**src/rtl/uart_rx_param.sv**
```systemverilog
// Oversampling UART receiver with majority-vote bit decisions and a ready/valid output.
// Optional parity checking is enabled by defining the macro UART_RX_PARITY_EN.
module uart_rx_param #(
    parameter int DATA_BITS  = 8,
    parameter int STOP_BITS  = 1,
    parameter int SAMPLES    = 3,
    parameter int PARITY_ODD = 0
) (
    input  logic                 i_clk,
    input  logic                 i_rst,
    input  logic                 i_rxd,
    input  logic                 i_rxpulse,
    output logic [DATA_BITS-1:0] o_data,
    output logic                 o_valid,
    input  logic                 i_ready,
    output logic                 o_err_frame,
    output logic                 o_err_parity,
    output logic                 o_err_overrun,
    output logic                 o_rxsync
);

    typedef enum logic [2:0] {
        IDLE   = 3'd0,
        START  = 3'd1,
        DATA   = 3'd2,
`ifdef UART_RX_PARITY_EN
        PARITY = 3'd3,
`endif
        STOP   = 3'd4,
        BREAK  = 3'd5
    } state_t;

    localparam logic [3:0] LAST_SAMPLE = 4'(SAMPLES - 1);
    localparam logic [3:0] LAST_DATA   = 4'(DATA_BITS - 1);
    localparam logic [3:0] LAST_STOP   = 4'(STOP_BITS - 1);
    localparam logic [3:0] HALF        = 4'(SAMPLES / 2);

    if (DATA_BITS < 5 || DATA_BITS > 9 || (STOP_BITS != 1 && STOP_BITS != 2) ||
        SAMPLES < 3 || SAMPLES > 15 || (SAMPLES % 2) == 0 ||
        (PARITY_ODD != 0 && PARITY_ODD != 1)) begin : g_badParams
        $error("uart_rx_param: illegal parameter value");
    end

    logic [2:0]           r_sync;
    logic                 w_rxd;
    state_t               r_state;
    state_t               w_stateNext;
    logic [3:0]           r_sampleCnt;
    logic [3:0]           r_bitCnt;
    logic [3:0]           w_ones;
    logic [SAMPLES-1:0]   r_samples;
    logic [SAMPLES-1:0]   w_samplesNext;
    logic [DATA_BITS-1:0] r_shift;
    logic                 w_sampling;
    logic                 w_decide;
    logic                 w_bit;
    logic                 w_startDet;
    logic                 w_frameDone;
    logic                 w_frameErr;
`ifdef UART_RX_PARITY_EN
    logic                 r_parBad;
    logic                 w_parErr;
`endif

    always_ff @(posedge i_clk or posedge i_rst) begin
        if (i_rst) r_sync <= 3'b111;
        else       r_sync <= {r_sync[1:0], i_rxd};
    end

    assign w_rxd = r_sync[2];

    // The decision includes the sample taken on the deciding tick itself.
    assign w_samplesNext = {r_samples[SAMPLES-2:0], w_rxd};

    always_comb begin
        w_ones = '0;
        for (int i = 0; i < SAMPLES; i++) begin
            w_ones = w_ones + {3'b000, w_samplesNext[i]};
        end
        w_bit = (w_ones > HALF);
    end

    always_comb begin
        w_sampling = 1'b0;
        case (r_state)
            START, DATA, STOP: w_sampling = 1'b1;
`ifdef UART_RX_PARITY_EN
            PARITY:            w_sampling = 1'b1;
`endif
            default:           w_sampling = 1'b0;
        endcase
    end

    assign w_decide = w_sampling && i_rxpulse && (r_sampleCnt == LAST_SAMPLE);

    always_ff @(posedge i_clk or posedge i_rst) begin
        if (i_rst) r_state <= IDLE;
        else       r_state <= w_stateNext;
    end

    always_comb begin
        w_stateNext = r_state;
        w_startDet  = 1'b0;
        w_frameDone = 1'b0;
        w_frameErr  = 1'b0;
`ifdef UART_RX_PARITY_EN
        w_parErr    = 1'b0;
`endif
        case (r_state)
            IDLE: begin
                if (!w_rxd) begin
                    w_stateNext = START;
                    w_startDet  = 1'b1;
                end
            end
            START: begin
                if (w_decide) w_stateNext = w_bit ? IDLE : DATA;
            end
            DATA: begin
                if (w_decide && r_bitCnt == LAST_DATA) begin
`ifdef UART_RX_PARITY_EN
                    w_stateNext = PARITY;
`else
                    w_stateNext = STOP;
`endif
                end
            end
`ifdef UART_RX_PARITY_EN
            PARITY: begin
                if (w_decide) w_stateNext = STOP;
            end
`endif
            STOP: begin
                if (w_decide) begin
                    if (!w_bit) begin
                        w_frameErr  = 1'b1;
                        w_stateNext = BREAK;
                    end else if (r_bitCnt == LAST_STOP) begin
                        w_stateNext = IDLE;
`ifdef UART_RX_PARITY_EN
                        if (r_parBad) w_parErr    = 1'b1;
                        else          w_frameDone = 1'b1;
`else
                        w_frameDone = 1'b1;
`endif
                    end
                end
            end
            BREAK: begin
                if (w_rxd) w_stateNext = IDLE;
            end
            default: w_stateNext = IDLE;
        endcase
    end

    // Bit counter is reused: data bits in DATA, then stop bits in STOP.
    always_ff @(posedge i_clk or posedge i_rst) begin
        if (i_rst) begin
            r_sampleCnt <= '0;
            r_samples   <= '0;
            r_bitCnt    <= '0;
            r_shift     <= '0;
`ifdef UART_RX_PARITY_EN
            r_parBad    <= 1'b0;
`endif
        end else if (w_startDet) begin
            r_sampleCnt <= '0;
            r_samples   <= '0;
            r_bitCnt    <= '0;
            r_shift     <= '0;
`ifdef UART_RX_PARITY_EN
            r_parBad    <= 1'b0;
`endif
        end else if (w_sampling && i_rxpulse) begin
            if (w_decide) begin
                r_sampleCnt <= '0;
                r_samples   <= '0;
                case (r_state)
                    DATA: begin
                        r_shift  <= {w_bit, r_shift[DATA_BITS-1:1]};
                        r_bitCnt <= (r_bitCnt == LAST_DATA) ? 4'd0 : r_bitCnt + 4'd1;
                    end
`ifdef UART_RX_PARITY_EN
                    PARITY: r_parBad <= ((^r_shift) ^ w_bit) != 1'(PARITY_ODD);
`endif
                    STOP:    r_bitCnt <= r_bitCnt + 4'd1;
                    default: ;
                endcase
            end else begin
                r_sampleCnt <= r_sampleCnt + 4'd1;
                r_samples   <= w_samplesNext;
            end
        end
    end

    // A completed frame wins over the drop of o_valid when the consumer is accepting.
    always_ff @(posedge i_clk or posedge i_rst) begin
        if (i_rst) begin
            o_data        <= '0;
            o_valid       <= 1'b0;
            o_err_frame   <= 1'b0;
            o_err_overrun <= 1'b0;
            o_rxsync      <= 1'b0;
        end else begin
            o_err_frame   <= w_frameErr;
            o_err_overrun <= 1'b0;
            o_rxsync      <= w_startDet;
            if (w_frameDone) begin
                if (o_valid && !i_ready) begin
                    o_err_overrun <= 1'b1;
                end else begin
                    o_data  <= r_shift;
                    o_valid <= 1'b1;
                end
            end else if (o_valid && i_ready) begin
                o_valid <= 1'b0;
            end
        end
    end

`ifdef UART_RX_PARITY_EN
    always_ff @(posedge i_clk or posedge i_rst) begin
        if (i_rst) o_err_parity <= 1'b0;
        else       o_err_parity <= w_parErr;
    end
`else
    assign o_err_parity = 1'b0;
`endif

endmodule

```
**config.mk**
```make
export PLATFORM = sky130hd
export DESIGN_NAME = uart_rx_param
export DESIGN_NICKNAME = d
export VERILOG_FILES = /design/src/rtl/uart_rx_param.sv
export SDC_FILE = /design/constraint.sdc
export NUM_CORES = 1
export LEC_CHECK = 0
export CORE_MARGIN = 3
export CORE_UTILIZATION = 45
export DETAILED_ROUTE_END_ITERATION = 12
export GPL_ROUTABILITY_DRIVEN = 0
export PLACE_DENSITY = 0.66
export SLEW_MARGIN = 20
export SYNTH_ARGS = -nofsm -noshare
export SYNTH_HDL_FRONTEND = slang
export SYNTH_SLANG_ARGS = --single-unit
```
**constraint.sdc**
```tcl
create_clock -name i_clk -period 5.2 [get_ports i_clk]
set_clock_uncertainty 0.15 [all_clocks]
set_input_delay 0.52 -clock i_clk [delete_from_list [all_inputs] [get_ports i_clk]]
set_output_delay 0.52 -clock i_clk [all_outputs]
set_load 0.02 [all_outputs]
```
**Yosys cells after proc, flatten, opt, wreduce, memory -nomap -nowiden**

Index checks and enable logic that the tools add are counted.

- Bitwise gates (word level): 1
- Order comparisons: 1
- Reduce and logical (&&, ||, !) cells: 19
- Add/sub/neg operators: 4
- Eq/ne operators: 13
- Multiplexer cells: 39

Operators by type and width:

| cell | number |
|---|---|
| two-way mux 8 bit | 4 |
| two-way mux 4 bit | 7 |
| two-way mux 3 bit | 7 |
| two-way mux 1 bit | 15 |
| case mux 3 bit (5 select lines) | 1 |
| != test 2 bit, second input constant | 6 |
| adder 4 x 1 -> 4 bit, second input constant | 2 |
| two-way mux 2 bit | 4 |
| case mux 4 bit (2 select lines) | 1 |
| nonzero test 2 bit | 4 |
| equality test 3 bit, second input constant | 2 |
| AND reduction 3 bit | 2 |
| AND reduction 6 bit | 1 |
| logical AND 1 bit | 5 |
| equality test 4 x 2 -> 1 bit, second input constant | 1 |
| equality test 4 x 3 -> 1 bit, second input constant | 1 |
| logical NOT 4 bit | 1 |
| AND reduction 2 bit | 2 |
| adder 2 x 1 -> 3 bit | 1 |
| equality test 3 x 1 -> 1 bit, second input constant | 1 |
| equality test 3 x 2 -> 1 bit, second input constant | 1 |
| greater-than comparator 3 x 1 -> 1 bit, second input constant | 1 |
| logical NOT 3 bit | 1 |
| != test 3 bit, second input constant | 1 |
| 5 further kinds | 5 |

- Input port bits: 5
- Flip-flop bits (word level): 36
- Logic and storage cells: 88
- Output and inout bits: 13

**Depth between registers and ports, before layout**

- Depth after elaboration: 9
- Gate-level depth with buffers: 7

**Worst setup path after synthesis**

OpenSTA, ideal clock, no wires.

- Path kind: reg-to-reg
- From: reg r_sampleCnt[0]
- To: reg o_data[0]
- Path slack: 2.994 ns
- Arrival: 1.931 ns
- Stages on the path, launching flop included: 7
- Setup time: 0.125 ns
- Cell sequence: dfrtp_1 > inv_1 > ha_1 > or3b_1 > buf_2 > nor4b_4 > mux2_2

- Word-level cells in the longest chain between the ends: 5

Ends and longest elaborated chain:

| element | line | text |
|---|---|---|
| start: declaration | 48 | `logic [3:0] r_sampleCnt;` |
| start signal: assignment | 190 | `r_sampleCnt <= r_sampleCnt + 4'd1;` |
| equality test 4 x 2 -> 1 bit | 94 | `assign w_decide = w_sampling && i_rxpulse && (r_sampleCnt == LAST_SAMPLE);` |
| logical AND 1 bit | 94 |  |
| two-way mux 1 bit | 134 | `if (w_decide) begin` |
| two-way mux 1 bit | 109 | `case (r_state)` |
| AND reduction 2 bit (no line) | -- |  |
| end signal: assignment | 212 | `o_data <= r_shift;` |
| end: declaration | 13 | `output logic [DATA_BITS-1:0] o_data,` |

No other way between the ends.
A chain may end at the register's enable or synchronous reset.

**Worst setup path in the final report**

Ends and elaborated chain as after synthesis.

==> out/qor.yml <==
grt_max_degree: 37
ios: 18
layout-drive-gt1-share_pct: 18.0
crit_chain: "inv_1 > ha_1 > or3b_1 > nor4b_4 > mux2_2"
synth_edf_count: 0
area_delta_synth_final_pct: 16.0
clkTransAtPathRegs_ps: 70
ys_types: 40
grtUsageTotal_pct: 16.2
clock_latency_ps: 280
cts_made_buffers: 5
rsz0062_at_grt: "false"
grt_pass1_wl_um: 5420
final_cell_area_um2: 2000
crit_path_end: "o_data[0]"
drt_wl_total_um: 3170
required_ps: 5210
fin_nets: 181
critPathLaunch: "r_sampleCnt[0]"
max_stage_delay_ps: 600
placement.cell_area_um2: 1910
syn_inst: 154
viasPerCell: 5.54
placement.io_buffers: 16
dp.cells: 210
ant_nets: 0
rows: 21
grt_overflow_total: 0
htree_levels: 2
power_density_nw_per_um2: 429
cts-root-buf: "clkbuf_8"
max_freq_ghz: 0.411
async_flop_share_pct: 100
hold_class: "register to register"
ff2ff_setup_slack_ps: 2770
rr_endpoint: "o_data[0]"
dieHeight_um: 68.0
cts_hold_buffers: 0
critPathMaxFanout: 8
r2r_cells: 5
ir_worst_vdd_v: 0.000308
core-area_um2: 3520
initial_core_util_pct: 49.1
cts_buffer_depth: 2
synth_area_per_cell_um2: 11.2
rr_startpoint: "r_sampleCnt[0]"
ys_ff_latch: 36
finalCritPeriodShare_pct: 46.8
worst_pin_slew_ps: 660
wl_per_cell_um: 14.6
maxSlewHeadroom_pct: 55.9
first_global_vias: 1141
firstDrtPassIters: 4
antenna_found_initial: 0
setup_viol: 0
clock-sinks: 36
cp-end-kind: "register"
die_w_um: 68.0
slowest_stage: "nor4b_4"
p_leak_nw: 0.929
antenna_cells: 0
cp.arrival_ps: 2450
drv_slew: 0
drcViolationCount: 0
cts_tree: "yes"
synth.cell_area_um2: 1730
synth_flop_cell: "dfrtp_1"
outcome: "completed"
hold_violations: 0
hold_slack_ps: 208
cts_setup_buffers: 0
die_area_um2: 4620
instances_no_fill: 218
path_class: "register to register"
fin_crit_ps: 2430
synth.net_count: 164
vias: 1207
yosysSeqAreaShare_pct: 52.4
startpoint_type: "register"
cts_resized: 0
dp_hpwl_um: 2310
ys_warn_count: 0
drt_iter0_drc: 52
cap_viol_max_count: 0
tns_ps: 0
## registers in the layout, indices dropped and copies added (netlist names)
name           cells
o_err_frame        1
r_bitCnt           4
r_samples          2
r_shift            8
o_data             8
r_state            3
o_rxsync           1
r_sampleCnt        4
o_err_overrun      1
r_sync             3
o_valid            1
## kinds of logic (layout without fill, tap and decap cells)
group	count (synthesis)	after routing	share of synthesized area [%]
buffers and inverters	15	33	4.13
and+or+nand+nor	49	49	16.9
adders and majority gates	5	5	3.62
AOI/OAI and AO/OA	30	30	11.9
other	1	1	0.217
DFF	36	36	52.4
muxes	14	14	8.83
xor gates and xnor gates	4	4	2.03
## synthesized netlist by cell type (4+ instances only)
library cell | count | share of area (%)
dfrtp_1 | 33 | 48
mux2_2 | 10 | 6.5
nand2_1 | 9 | 2.0
nor2_1 | 9 | 2.0
o21ai_0 | 9 | 2.6
inv_1 | 8 | 1.7
a21oi_1 | 7 | 2.0
nand3_1 | 6 | 1.7
ha_1 | 5 | 3.6
a21bo_2 | 4 | 2.3
mux2i_1 | 4 | 2.3
nand4_1 | 4 | 1.4
## report_power, final
| group | switching (mW) | total, mW | internal, mW |
|---|---|---|---|
| Clock | 0.0939 | 0.200 | 0.106 |
| Sequential | 0.0663 | 0.417 | 0.350 |
| Combinational | 0.128 | 0.244 | 0.116 |
| Total | 0.288 | 0.860 | 0.572 |
## area by class of cell
type / instances / area, um^2
fill: 309 / 1520
sequential: 36 / 905
multi-input combinational: 103 / 752
timing repair buffer: 17 / 168
clock buffer: 6 / 82.6
tap: 46 / 57.6
inverter: 8 / 30.0
clock inverter: 2 / 10.0
## critical path: cells and delay by family, from the launching register on
family                   cells  cell delay, ps
buffers and inverters        1              80
adder cells (fa/ha/maj)      1             180
multiplexers                 1             410
flip-flops                   1             420
AND/OR/NAND/NOR              2            1090
## per-stage QoR
stage / total power, mW / setup WS (ps) / utilization (%)
3_5_place_dp: 0.668 / 2510 / 54.3
2_1_floorplan: 0.608 / 2990 / -
5_1_grt: 0.934 / 2560 / 56.9
3_3_place_gp: 0.652 / 2580 / 54.3
6_report: 0.860 / 2770 / 56.9
4_1_cts: 0.871 / 2750 / 56.9
## worst min path at each step
stage | startpoint | end | slack (ps) | cells after the start
floorplan | r_sync[0] | r_sync[1] | 200 | 0
global placement | r_sync[1] | r_sync[2] | 200 | 0
detailed placement | r_sync[1] | r_sync[2] | 200 | 0
CTS | r_sync[0] | r_sync[1] | 210 | 0
global route | r_sync[1] | r_sync[2] | 210 | 0
finish | r_sync[1] | r_sync[2] | 210 | 0
## metal layers
layer	track usage [%]	share of wire [%]
met1	20.9	45
met2	25.3	50
met3	4.93	4.5
met4	6.70	0.57
met5	0	0
## placed cells by master (no fill, tap or decap), types with 4 or more instances in the layout
master / instances
a21bo_2: 4
clkdlybuf4s50_1: 16
dfrtp_1: 33
nor2_1: 9
mux2_2: 10
mux2i_1: 4
clkbuf_8: 6
nand3_1: 6
a21oi_1: 7
ha_1: 5
o21ai_0: 9
nand2_1: 9
inv_1: 8
nand4_1: 4
Note: power is estimated with default switching activity, not from simulation.
